### src/rtl/maxnet_controller.sv
// Sequencer for a 4-input PU running synchronous Maxnet until at most one activation survives.
// Optional iteration cap with timeout when MAXNET_ITER_LIMIT_EN is defined.
`timescale 1ns/1ps
module maxnet_controller #(
  parameter int              XLEN     = 32,
  parameter logic [XLEN-1:0] EPSILON  = 32'h3E4CCCCD,
  parameter int              MAX_ITER = 16
) (
  input  logic            clk,
  input  logic            rst,
  input  logic            start,
  input  logic [XLEN-1:0] a_in0,
  input  logic [XLEN-1:0] a_in1,
  input  logic [XLEN-1:0] a_in2,
  input  logic [XLEN-1:0] a_in3,
  output logic [XLEN-1:0] pu_num1,
  output logic [XLEN-1:0] pu_num2,
  output logic [XLEN-1:0] pu_num3,
  output logic [XLEN-1:0] pu_num4,
  output logic [XLEN-1:0] pu_w1,
  output logic [XLEN-1:0] pu_w2,
  output logic [XLEN-1:0] pu_w3,
  output logic [XLEN-1:0] pu_w4,
  output logic            pu_l1,
  output logic            pu_l2,
  output logic            pu_l3,
  input  logic [XLEN-1:0] pu_result,
  output logic            busy,
  output logic            done,
  output logic [1:0]      winner,
  output logic [XLEN-1:0] win_value,
  output logic            no_winner,
  output logic            timeout
);
  localparam logic [XLEN-1:0] ONE     = XLEN'(32'h3F800000);
  localparam logic [XLEN-1:0] NEG_EPS = {1'b1, EPSILON[XLEN-2:0]};
  localparam int              ITER_W  = $clog2(MAX_ITER + 1);

  typedef enum logic [2:0] {IDLE, ISSUE, UPDATE, CHECK, FIN} state_t;

  state_t                  state;
  logic [2:0]              ph;
  logic [1:0]              cap;
  logic [ITER_W-1:0]       iter;
  logic [3:0][XLEN-1:0]    a, n, a_ins, src, ops;
  logic [1:0]              k_nxt, nz_idx;
  logic [2:0]              nz_cnt;
  logic                    cap_hit, cont, load;

  function automatic logic [XLEN-1:0] relu(input logic [XLEN-1:0] x);
    return (x[XLEN-1] || x[XLEN-2 -: 8] == 8'd0) ? '0 : x;
  endfunction

  // Slot 1 carries the neuron itself; slots 2..4 the others in ascending index order.
  function automatic logic [3:0][XLEN-1:0] issue_nums(input logic [1:0] k,
                                                      input logic [3:0][XLEN-1:0] v);
    logic [3:0][XLEN-1:0] r;
    r[0] = v[k];
    for (int j = 0; j < 3; j++) r[j+1] = (2'(j) < k) ? v[j] : v[j+1];
    return r;
  endfunction

  assign a_ins = {a_in3, a_in2, a_in1, a_in0};

  always_comb begin
    src    = (state == IDLE) ? a_ins : a;
    k_nxt  = (state == ISSUE) ? ph[1:0] + 2'd1 : 2'd0;
    ops    = issue_nums(k_nxt, src);
    nz_cnt = '0;
    nz_idx = '0;
    for (int i = 0; i < 4; i++) begin
      if (a[i][XLEN-2 -: 8] != 8'd0) begin
        nz_cnt = nz_cnt + 3'd1;
        nz_idx = 2'(i);
      end
    end
  end

`ifdef MAXNET_ITER_LIMIT_EN
  logic [1:0] max_idx;
  always_comb begin
    max_idx = '0;
    for (int i = 1; i < 4; i++) if (a[i] > a[max_idx]) max_idx = 2'(i);
  end
  assign cap_hit = (iter == ITER_W'(MAX_ITER));
`else
  assign cap_hit = 1'b0;
`endif

  assign cont = (nz_cnt >= 3'd2) && !cap_hit;
  assign load = (state == IDLE && start) || (state == ISSUE && ph < 3'd3) ||
                (state == CHECK && cont);

  always_ff @(posedge clk or negedge rst) begin
    if (!rst) begin
      state <= IDLE;  ph <= '0;  cap <= '0;  iter <= '0;
      a <= '0;  n <= '0;
      pu_num1 <= '0;  pu_num2 <= '0;  pu_num3 <= '0;  pu_num4 <= '0;
      pu_w1 <= '0;  pu_w2 <= '0;  pu_w3 <= '0;  pu_w4 <= '0;
      pu_l1 <= 1'b0;  pu_l2 <= 1'b0;  pu_l3 <= 1'b0;
      busy <= 1'b0;  done <= 1'b0;  winner <= '0;  win_value <= '0;
      no_winner <= 1'b0;  timeout <= 1'b0;
    end else begin
      // The PU pipeline is fixed, so l2/l3 are simply l1 delayed.
      pu_l1 <= load;
      pu_l2 <= pu_l1;
      pu_l3 <= pu_l2;
      done  <= 1'b0;
      if (load) begin
        pu_num1 <= ops[0];  pu_num2 <= ops[1];  pu_num3 <= ops[2];  pu_num4 <= ops[3];
        pu_w1 <= ONE;  pu_w2 <= NEG_EPS;  pu_w3 <= NEG_EPS;  pu_w4 <= NEG_EPS;
      end
      case (state)
        IDLE: if (start) begin
          a <= a_ins;  busy <= 1'b1;  iter <= '0;  ph <= '0;  cap <= '0;
          winner <= '0;  win_value <= '0;  no_winner <= 1'b0;  timeout <= 1'b0;
          state <= ISSUE;
        end
        ISSUE: begin
          if (pu_l3) begin
            n[cap] <= relu(pu_result);
            cap    <= cap + 2'd1;
          end
          if (ph == 3'd5) state <= UPDATE;
          else            ph    <= ph + 3'd1;
        end
        UPDATE: begin
          a     <= n;
          iter  <= iter + 1'b1;
          state <= CHECK;
        end
        CHECK: begin
          if (nz_cnt == 3'd1) begin
            winner <= nz_idx;  win_value <= a[nz_idx];
          end else if (nz_cnt == 3'd0) begin
            no_winner <= 1'b1;  winner <= '0;  win_value <= '0;
`ifdef MAXNET_ITER_LIMIT_EN
          end else if (cap_hit) begin
            timeout <= 1'b1;  winner <= max_idx;  win_value <= a[max_idx];
`endif
          end
          if (cont) begin
            ph <= '0;  cap <= '0;  state <= ISSUE;
          end else begin
            done <= 1'b1;  busy <= 1'b0;  state <= FIN;
          end
        end
        FIN:     state <= IDLE;
        default: state <= IDLE;
      endcase
    end
  end
endmodule
### config.mk
export PLATFORM = sky130hd
export DESIGN_NAME = maxnet_controller
export DESIGN_NICKNAME = d
export VERILOG_FILES = /design/src/rtl/maxnet_controller.sv
export SDC_FILE = /design/constraint.sdc
export NUM_CORES = 1
export LEC_CHECK = 0
export CAP_MARGIN = 20
export CORE_UTILIZATION = 52
export DETAILED_ROUTE_END_ITERATION = 10
export GPL_TIMING_DRIVEN = 1
export HOLD_SLACK_MARGIN = 0.02
export PLACE_DENSITY = 0.8
export SLEW_MARGIN = 20
export SYNTH_ARGS = -nofsm -noshare
export SYNTH_HDL_FRONTEND = slang
export SYNTH_SLANG_ARGS = --single-unit
### constraint.sdc
create_clock -name clk -period 4.8 [get_ports clk]
set_clock_uncertainty 0.05 [all_clocks]
set_input_delay 0.96 -clock clk [delete_from_list [all_inputs] [get_ports clk]]
set_output_delay 0.96 -clock clk [all_outputs]
set_load 0.03 [all_outputs]
## Word-level counts from Yosys, hierarchy flattened

Cells that the tools add are included.
Widths: inputs -> output; s select.

| operators by class | value |
|---|---|
| div/mod/pow operators | 0 |
| eq/ne operators | 14 |
| order comparisons | 9 |
| reduce and logical (&&, ||, !) cells | 25 |
| $add $sub $neg | 6 |
| multiply operators | 0 |
| shift operators | 0 |
| bitwise gates (word level) | 0 |
| multiplexer cells | 50 |

Operators by type and width:

| cell | count |
|---|---|
| $mux 32 | 10 |
| $mux 128 | 2 |
| $pmux 128 s2 | 1 |
| $bmux 32 s2 | 2 |
| $bwmux 128 | 1 |
| $demux 32 s2 | 1 |
| $pmux 32 s2 | 1 |
| $reduce_bool 8->1 | 4 |
| $mux 3 | 9 |
| $mux 2 | 8 |
| $add 3x1->3 const B | 4 |
| $ne 2x2->1 const B | 6 |
| $pmux 3 s4 | 1 |
| $reduce_and 4->1 | 3 |
| $lt 2x3->1 const B | 3 |
| $mux 1 | 9 |
| $pmux 3 s3 | 1 |
| $logic_not 8->1 | 1 |
| $eq 3x1->1 const B | 2 |
| $eq 3x2->1 const B | 2 |
| $logic_not 3->1 | 2 |
| $pmux 2 s3 | 1 |
| $reduce_and 2->1 | 3 |
| $reduce_and 3->1 | 2 |
| 15 further kinds | 25 |

| storage, ports and cells | value |
|---|---|
| memories | 0 |
| logic and storage cells | 129 |
| ROM bits | 0 |
| bits in registers | 434 |
| output and inout port bits | 297 |
| bits in writable memories | 0 |
| input bits | 163 |
| latch bits | 0 |

## Longest topological paths before layout

Gate-level depths: netlist (run 1).

| depth | value |
|---|---|
| depth in word-level cells | 12 |
| depth in mapped cells | 15 |
| gate-level depth less buffers | 12 |

## Least setup slack after synthesis (run 1)

Ideal clock, no wire load.

| path | value |
|---|---|
| kind | register to register |
| start | reg a[59] (netlist name) |
| end | reg pu_num2[0] |
| cell stages (with the launch flop) | 14 |
| data required time | 4.623 ns |
| path buffers | 3 |
| arrival | 3.512 ns |
| library setup time | 0.127 ns |
| setup slack | 1.111 ns |
| period minus slack after synthesis | 3.689 ns |
| path through | dfrtp_1 -> or4_1 -> nor2_1 -> inv_2 -> clkbuf_1 -> ha_1 -> xnor2_2 -> ha_1 -> or4_4 -> nand3_2 -> o21ai_2 -> buf_4 -> buf_6 -> mux2_1 |

| on the way | value |
|---|---|
| longest elaborated chain between the ends | 9 |

RTL lines:

| element | line | RTL |
|---|---|---|
| start: declaration | 45 | `logic [3:0][XLEN-1:0] a, n, a_ins, src, ops;` |
| start signal: assignment | 128 | `a <= n;` |
| $reduce_bool 8->1 * | 72 | `if (a[i][XLEN-2 -: 8] != 8'd0) begin` |
| $mux 3 * | 72 |  |
| $add 3x1->3 | 73 | `nz_cnt = nz_cnt + 3'd1;` |
| $mux 3 * | 72 |  |
| $add 3x1->3 | 73 |  |
| $mux 3 * | 72 |  |
| $ge 3x2->1 * | 90 | `assign cont = (nz_cnt >= 3'd2) && !cap_hit;` |
| $logic_and 1x1->1 * | 92 | `(state == CHECK && cont);` |
| $logic_or 1x1->1 * | 91 | `assign load = (state == IDLE && start) \|\| (state == ISSUE && ph < 3'd3) \|\|` |
| end signal: assignment | 110 | `pu_num1 <= ops[0]; pu_num2 <= ops[1]; pu_num3 <= ops[2]; pu_num4 <= ops[3];` |
| end: declaration | 17 | `output logic [XLEN-1:0] pu_num2,` |

Every way passes the cells marked *; elsewhere a longest branch is shown, timed or not.
A chain may end at the register's enable or synchronous reset.

## Worst setup path in the final report (run 1)

| path | value |
|---|---|
| start | reg a[59] (netlist name) |
| end | reg winner[0] |

| on the way | value |
|---|---|
| longest elaborated chain between the ends | 9 |
| elaborated cells on any way between the ends | 15 |
| those cells by class | add/sub (2); eq/ne (2); mux (8); reduce/logical (3) |

RTL lines:

| element | line | RTL |
|---|---|---|
| $reduce_bool 8->1 * | 72 |  |
| $mux 3 | 72 |  |
| $add 3x1->3 | 73 |  |
| $mux 3 | 72 |  |
| $add 3x1->3 | 73 |  |
| $mux 3 | 72 |  |
| $eq 3x1->1 or $logic_not 3->1 (tied branches) | 133, 135 |  |
| $ne 3x1->1 (no source line) or $mux 2 (tied branches) | - |  |
| $reduce_and 3->1 (no source line) or $pmux 2 s2 (tied branches) | - |  |
| end signal: assignment | 134 | `winner <= nz_idx; win_value <= a[nz_idx];` |
| end: declaration | 30 | `output logic [1:0] winner,` |

Marked as above.

==> results of run 1 <==
-- how the worst max path moves through the flow --
stage	start	end	slack [ns]
after CTS	a[59]	winner[0]	0.69
after detailed placement	a[59]	win_value[16]	0.69
after floorplan	a[59]	pu_num2[0]	1.11
final	a[59]	winner[0]	0.63
after global routing	a[59]	winner[0]	0.52
after global placement	a[59]	pu_num3[11]	0.46
-- report_power, final --
part,internal (µW),switching [µW]
logic,4720,7150
clock network,2240,1530
registers,5430,1520
-- cell families after synthesis --
family          count (synthesis)  share of synthesized area, %
xor+xnor                        3                         0.152
other cells                     1                        0.0169
compound gates                582                          15.4
simple gates                  670                          12.4
mux                           303                          14.3
buf+inv                       336                          8.34
fa+ha+maj                       9                         0.508
flops                         433                          48.9
-- through the flow --
step | cell area (µm²) | worst slack (ns) | utilization (%) | instances
final | 27400 | 0.628 | 65.3 | 3160
after global routing | 27400 | 0.516 | 65.3 | 3160
after CTS | 27400 | 0.689 | 65.3 | 3159
after detailed placement | 25900 | 0.690 | 61.5 | 3076
after global placement | 25800 | 0.459 | 61.3 | 3073
after floorplan | 22400 | 1.11 | - | 2404
-- critical path: cells and delay by family, from the launching register on --
kind / cells / cell delay [ns]
AOI/OAI and AO/OA: 2 / 0.58
xor gates and xnor gates: 1 / 0.28
and+or+nand+nor: 4 / 1.63
buffers and inverters: 2 / 0.38
adders and majority gates: 2 / 0.69
DFF: 1 / 0.43
-- layout make-up --
class	count	area share [%]
well taps	539	2.46
inverters	36	0.492
clock buffers	64	4.92
diodes	1	0.00912
flip-flops and latches	433	39.5
clock inverters	19	0.875
repair buffers	433	15.9
multi-input cells	1635	35.9
-- per-layer routing --
metal | GRT usage (%) | vias up
met5 | 0 | -
met4 | 16.4 | 0
met3 | 7.37 | 258
met2 | 54.0 | 1248
met1 | 44.0 | 9297
li1 | - | 8415
-- cells in the final DEF, fill, tap and decap left out, types with 4 or more instances in the layout --
cell type / n
a21oi_1: 45
a222oi_1: 27
a22o_1: 34
a22oi_1: 6
a31oi_1: 65
a32oi_1: 6
and2_1: 7
buf_12: 8
buf_4: 33
bufinv_16: 5
clkbuf_1: 7
clkbuf_16: 48
clkbuf_8: 9
clkdlybuf4s50_1: 390
clkinv_2: 10
conb_1: 68
dfrtp_1: 432
ha_1: 8
inv_1: 35
mux2_1: 107
mux2i_1: 196
nand2_1: 480
nand2_2: 5
nand2b_1: 11
nand3_1: 6
nor2_1: 103
nor2_4: 4
nor3_1: 14
nor3b_1: 10
nor4_1: 6
o21ai_0: 333
o22ai_1: 48
-- state kept, by name, indices dropped and copies added (netlist names) --
| name | flops |
|---|---|
| pu_num3 | 32 |
| pu_l3 | 1 |
| pu_w1 | 1 |
| ph | 3 |
| state | 3 |
| busy | 1 |
| no_winner | 1 |
| winner | 2 |
| pu_l2 | 1 |
| a | 128 |
| win_value | 32 |
| done | 1 |
| n | 128 |
| pu_l1 | 1 |
| pu_num4 | 32 |
| pu_num2 | 32 |
| pu_num1 | 32 |
| cap | 2 |
==> summary by stage, run 1 <==
Critical path
STA classifies the critical path startpoint as a flip-flop. The most numerous cell type found on the critical path is ha_1. For the worst flop-to-flop path, the logic depth is 11. Traced cell by cell, the critical path runs through or4_1 > nor2_1 > inv_2 > ha_1 > xnor2_2 > ha_1 > or4_4 > a31oi_4 > nor2_4 > buf_12 > a22o_1. The element type at the critical path end is a flip-flop. Across all register-to-register paths, the minimum setup slack is 0.63 ns. The worst register-to-register path ends at winner[0]. The launch instance of the worst register-to-register path is a[59].

Data on the critical path arrives at its endpoint at 4.59 ns. For the worst setup path, the data required time is 5.22 ns. The setup path with the least slack is of type reg -> reg. The slowest stage of the critical path belongs to the cell or4_1. Of all nets on the critical path, the largest fanout is 23.

The largest single stage delay on the critical path is 0.59 ns.

Floorplanning
In this run the core area contains 75 standard-cell rows. The height of the chip is 209 µm. The area of the die is 43,500 µm².

460 I/O pins were placed. The floorplan step defined a core boundary enclosing 42,000 µm². The die width is 209 µm.

The initial standard-cell utilization of the core is 52.8%.

Clock tree
Clock latency on the worst-skew pair, taken at its later pin, is 0.59 ns. The clock root buffer master is clkbuf_16. The count of cells resized by post-cts repair is 0. The clock net in this run drives a total of 433 sinks. The post-cts hold buffer count is 0. The TritonCTS clock tree is built.

No sink is reached through more buffers than the 3 on the longest clock path. The clock-pin slew on the worst setup and hold paths is 0.06 ns. Post-CTS timing repair inserted 0 buffers for setup. TritonCTS created 48 clock buffers.

CTS built an H-tree with a depth of 2.

Layout
The multi-input combinational cell area is 9850 µm². The fill cell instance count of the final layout is around 3,400. The final-stage net count is 2,759. In the final layout, flip-flops and latches occupy 10,800 µm².

Of the cells placed in the final design, the portion with a size suffix greater than 1 is 5.88%. The area growth from synthesis to layout is 23.8%.

Run status
The run finished with clean final reports.

Hold path
The startpoint identified for the worst hold timing path is pu_l1. The class of the tightest hold or removal check is reg -> reg. The cell count of the worst hold path is 0.

The path with the worst hold slack has its endpoint at pu_l2.

Timing
After layout, the worst path uses 86.9% of the clock period. Static timing analysis puts the maximum clock frequency at roughly 240 MHz. The hold violation count in the final report is 0.

The final number of setup-violating endpoints is 0. The worst-case hold slack is 0.331 ns. The transition time of the tightest slew-check pin is 1.23 ns. The number of slew-limit violations in the final report is 0.

Measured against its own limit, the worst slew margin works out to 17.9%. The worst path in the final design needs a cycle of 4.17 ns, including I/O delays and setup. Setup repair after global routing left no endpoint under its margin. The sum of negative setup slack is 0 ns.

Logic synthesis
The Yosys warning count is 0. The count of mapped cells out of synthesis is between 2,000 and 2,500. The main flop type after synthesis is dfrtp_1. The most common cell in the synthesized netlist is nand2_1. Of the synthesized area, sequential elements account for between 40% and 50%. In this run, synthesis inferred 0 flip-flops with an integrated enable. The number of unique standard cell types used by synthesis is 55. By area the synthesized netlist is led by dfrtp_1 (49%), mux2i_1 (8.8%), nand2_1 (8.2%). Averaged over all synthesized cells, the footprint is 9.49 µm². The mapped netlist covers roughly 22,000 µm². The biggest area contributor in the post-synthesis netlist is dfrtp_1. For this run, asynchronously set or reset flops after synthesis account for between 90% and 100%.

The register bit count reported by yosys is approximately 430. Counting instances in the post-synthesis netlist gives the leading cell types as nand2_1 (486), dfrtp_1 (433), o21ai_0 (333). The share of synthesized area in the top cell type comes to around half.

Power and ir drop
The leakage power is 0.0120 µW. The total power draw is 22,600 µW. Dividing total power by cell area gives a power density of 823 nW/µm². The worst voltage drop across the vdd grid is 0.000545 V.

Global route
Global routing consumed, over all layers together, 33.9% of the routing resources. The residual overflow from global routing is 0. Entering global routing, the biggest net connects 155 pins. The first global-routing pass estimated 113,000 µm of wire.

The number of global-route vias before repair is 19,202. The number of antenna violations at the first check in global routing is 1.

Place
The placed wire-length estimate is about 48,000 µm. The number of port buffers is 391. At the end of routability-driven placement, the weighted congestion stood at 0.910.

Route
For this run, design rule violations remaining after detail routing come to 0. After detailed routing, the average wire length per cell comes to 23.4 µm. The post-detailed-route via-to-cell ratio is between 6 and 7. The count of routing violations after the opening detailed-route iteration is between 2,000 and 2,500. The length of routed wiring on met1 is 29,300 µm.

The routed design has 73,800 µm of wire. After detailed routing, the met3 layer carries a little over 7000 µm of wire. Before antenna repair, the detailed router went through 10 iterations. The detail route stage leaves a number of antenna-violating nets equal to 0.

The detailed router used layers up to and including met4. The met2 wire length is 34,000 µm. The total vias in the final route is slightly below 20,000.

Job
The tool flagged a number of max-cap violations equal to 0.
No activity file was read; power rests on OpenSTA's default activity.
==> inputs of run 2 (changes only) <==
- CORE_UTILIZATION: 52 -> 50
- PLACE_DENSITY: 0.8 -> 0.77
- SETUP_SLACK_MARGIN: unset -> 0.4
==> run 2 against run 1 <==
Net effect: final cell count is 1.6% higher; clock power up 2%; non-clock buffer count fell by 2; sequential power fell by 0.7%; fmax down 1.2%; count of clock-buffer cells in the layout rose by 5; critical path type unchanged; utilization is 1.8 points lower; critical path depth is the same; cell area up 0.54%; largest cell class unchanged; sequential share of layout area down 0.21 points; worst setup slack worse by 0.050 ns.
==> summary by stage, run 2 (synthesized netlist as in run 1, its figures left out) <==
Run status
The flow ran to the end, and the final reports show no timing, DRC or antenna violations.

Timing
Timing would allow up to 237 MHz. The number of slew-limit violations in the final report was 0. The sum of negative setup slack is 0 ns.

The hold violation count in the final report is 0. The worst max-slew margin expressed relative to the limit is 25.8%. After layout, the minimum clock period comes to ~4.2 ns.

Setup slack closes at 0.578 ns. The part of the cycle the worst path needs is between 80 and 90%. The final number of setup-violating endpoints is 0. Setup repair after global routing left no endpoint under its margin. At the pin with the least slew margin, the transition time is 1.11 ns.

Layout
After filler insertion, the fill cell instance count of the layout stands at 3,447. In the layout the commonest cells are nand2_1 (479), dfrtp_1 (432), clkdlybuf4s50_1 (390), o21ai_0 (333), mux2i_1 (196). The commonest non-fill, non-tap cell in the layout is nand2_1. Relative to the synthesized area, the layout overhead comes to 24.4%. In the final layout, the registers with the most flip-flops are a x128, n x128. Of the cells placed in the final design, the portion with a size suffix greater than 1 is 5.91%. After the last flow step, the layout net total stands at 2,757. For this run, the share of the core covered by cells in the final layout is a little under two thirds.

Floorplanning
Row generation in the floorplan step produced 76 rows. The region available for standard cell placement spans 43,500 µm². The height of the chip is between 200 and 250 µm. The number of primary I/O pins is 460. The area of the die is 45,200 µm².

The floorplan step set the die width to 213 µm. The initial standard-cell utilization of the core is 51.0%.

Critical path
The critical path start-end classification is reg -> reg. The reg-to-reg endpoint is win_value[12]. The worst setup path is captured at a flip-flop. Across all register-to-register paths, the minimum setup slack is 0.58 ns. The data required time at the worst endpoint is ~5.2 ns.

The worst register-to-register path begins at a[59]. The arrival time of the worst setup path is around 4.6 ns. The number of cells traversed by the worst register-to-register path is 11. In this run the worst path has a maximum fanout of 22.

The worst setup path is launched from a flip-flop.

Place
The global placement routability congestion is between 0.8 and 0.9. Prior to clock tree synthesis, the placed netlist has a worst setup slack of 0.297 ns. The placed wire-length estimate is 47,500 µm. The number of port buffers is between 300 and 400.

Hold path
In this run the worst hold path is classified as in -> async.

Job
Across the run, the number of max-cap violations was 0.

Power and ir drop
The leakage power is around 0.012 µW. The worst voltage drop across the vdd grid is 0.000574 V. The ratio of total power to cell area is 820 nW/µm².

Global route
After global routing the overflow that remains totals 0. The first global-routing pass estimated 111,000 µm of wire. The number of global-route vias before repair is 18,980.

The largest net degree at the start of global routing is 153. The global-route usage over all layers is 32.6%. The number of antenna violations at the first check in global routing is 5.

Route
The first routing iteration left 1,868 violations. Using the TritonRoute via totals, the vias-per-cell ratio works out to approximately 6.0. For this run, design rule violations remaining after detail routing come to 0. After detailed routing, the average wire length per cell comes to 22.9 µm. The remaining number of nets flagged by the antenna check after routing is 0. The total vias in the final route is 19,163. The number of iterations in the first detailed-routing pass is 7. The post-detailed-routing wire length is 73,600 µm.

Clock tree
The clock passes through at most 3 buffers. Post-CTS repair changed the size of 0 cells. The clock latency of the later-clocked register in the worst-skew pair is 0.58 ns. The cell sitting at the root of the clock tree is a clkbuf_16. The number of clock buffers added by TritonCTS is 47. The clock tree synthesis step divided the H-tree into 2 levels. TritonCTS built the clock tree. The clock-pin slew on the worst setup and hold paths is around 0.060 ns. The number of clock sinks is 433.
## run 2: cell count changes in the layout (fill, tap and decap cells not counted), sizes merged
cell	before	now
clkbuf	64	69
buf	43	41
clkinvlp	2	1
diode	1	5
clkinv	11	9
o21ai	337	338
## run 2: cell type report
| class | instances | area (µm²) | share of cell area, % |
|---|---|---|---|
| repair buffers | 431 | 4380 | 15.9 |
| clock buffers | 69 | 1420 | 5.15 |
| well taps | 585 | 732 | 2.65 |
| diodes | 5 | 12.5 | 0.0453 |
| multi-input cells | 1636 | 9870 | 35.7 |
| clock inverters | 16 | 214 | 0.775 |
| flip-flops and latches | 433 | 10800 | 39.3 |
| inverters | 36 | 135 | 0.490 |
## run 2: worst max-delay path by stage
stage / cells after the start / startpoint / to / slack, ns
global route: 11 / a[56] / win_value[11] / 0.45
CTS: 11 / a[56] / pu_num2[8] / 0.41
global placement: 11 / a[59] / pu_num2[13] / 0.49
finish: 11 / a[59] / win_value[12] / 0.58
detailed placement: 11 / a[59] / pu_num2[8] / 0.30
floorplan: 13 / a[59] / pu_num2[0] / 1.11
## run 2: timing repair
item	4_1_cts	5_1_grt
hold buffers	0	0
setup buffers	0	1
hold endpoints to repair	0	0
cloned	1	0
endpoints found under the setup margin	87	97
pin swaps	1	1
## run 2: power by group
part / internal [µW] / switching, µW / leakage [µW]
combinational: 4680 / 7190 / 0.00591
sequential: 5430 / 1480 / 0.00531
clock: 2320 / 1540 / 0.000812
total: 12400 / 10200 / 0.0120
## run 2: worst max-delay path, cell delays in order, from the launching register on
cell and delay, ns:
dfrtp_1 0.42, or4_1 0.57, nor2_1 0.27, inv_2 0.17
ha_1 0.38, xnor2_2 0.27, ha_1 0.31, or4_4 0.59
a31oi_4 0.34, nor2_4 0.22, buf_16 0.25, a22o_1 0.25
## run 2: metrics by stage
stage,total power [µW],cell area [µm²],instances,hold slack [ns]
floorplan,14300,22400,2404,0.392
global placement,18100,25900,3116,0.318
detailed placement,18600,25900,3119,0.312
CTS,22500,27600,3205,0.298
global route,23800,27600,3209,0.322
finish,22600,27600,3211,0.287
## run 2: per-layer routing
layer,GRT usage (%),vias to the layer above,part of all wire [%]
met5,0,-,0.018
met4,15.3,2,4.2
met3,5.85,242,9.5
met2,52.4,1174,47
met1,42.9,9320,40
li1,-,8425,-
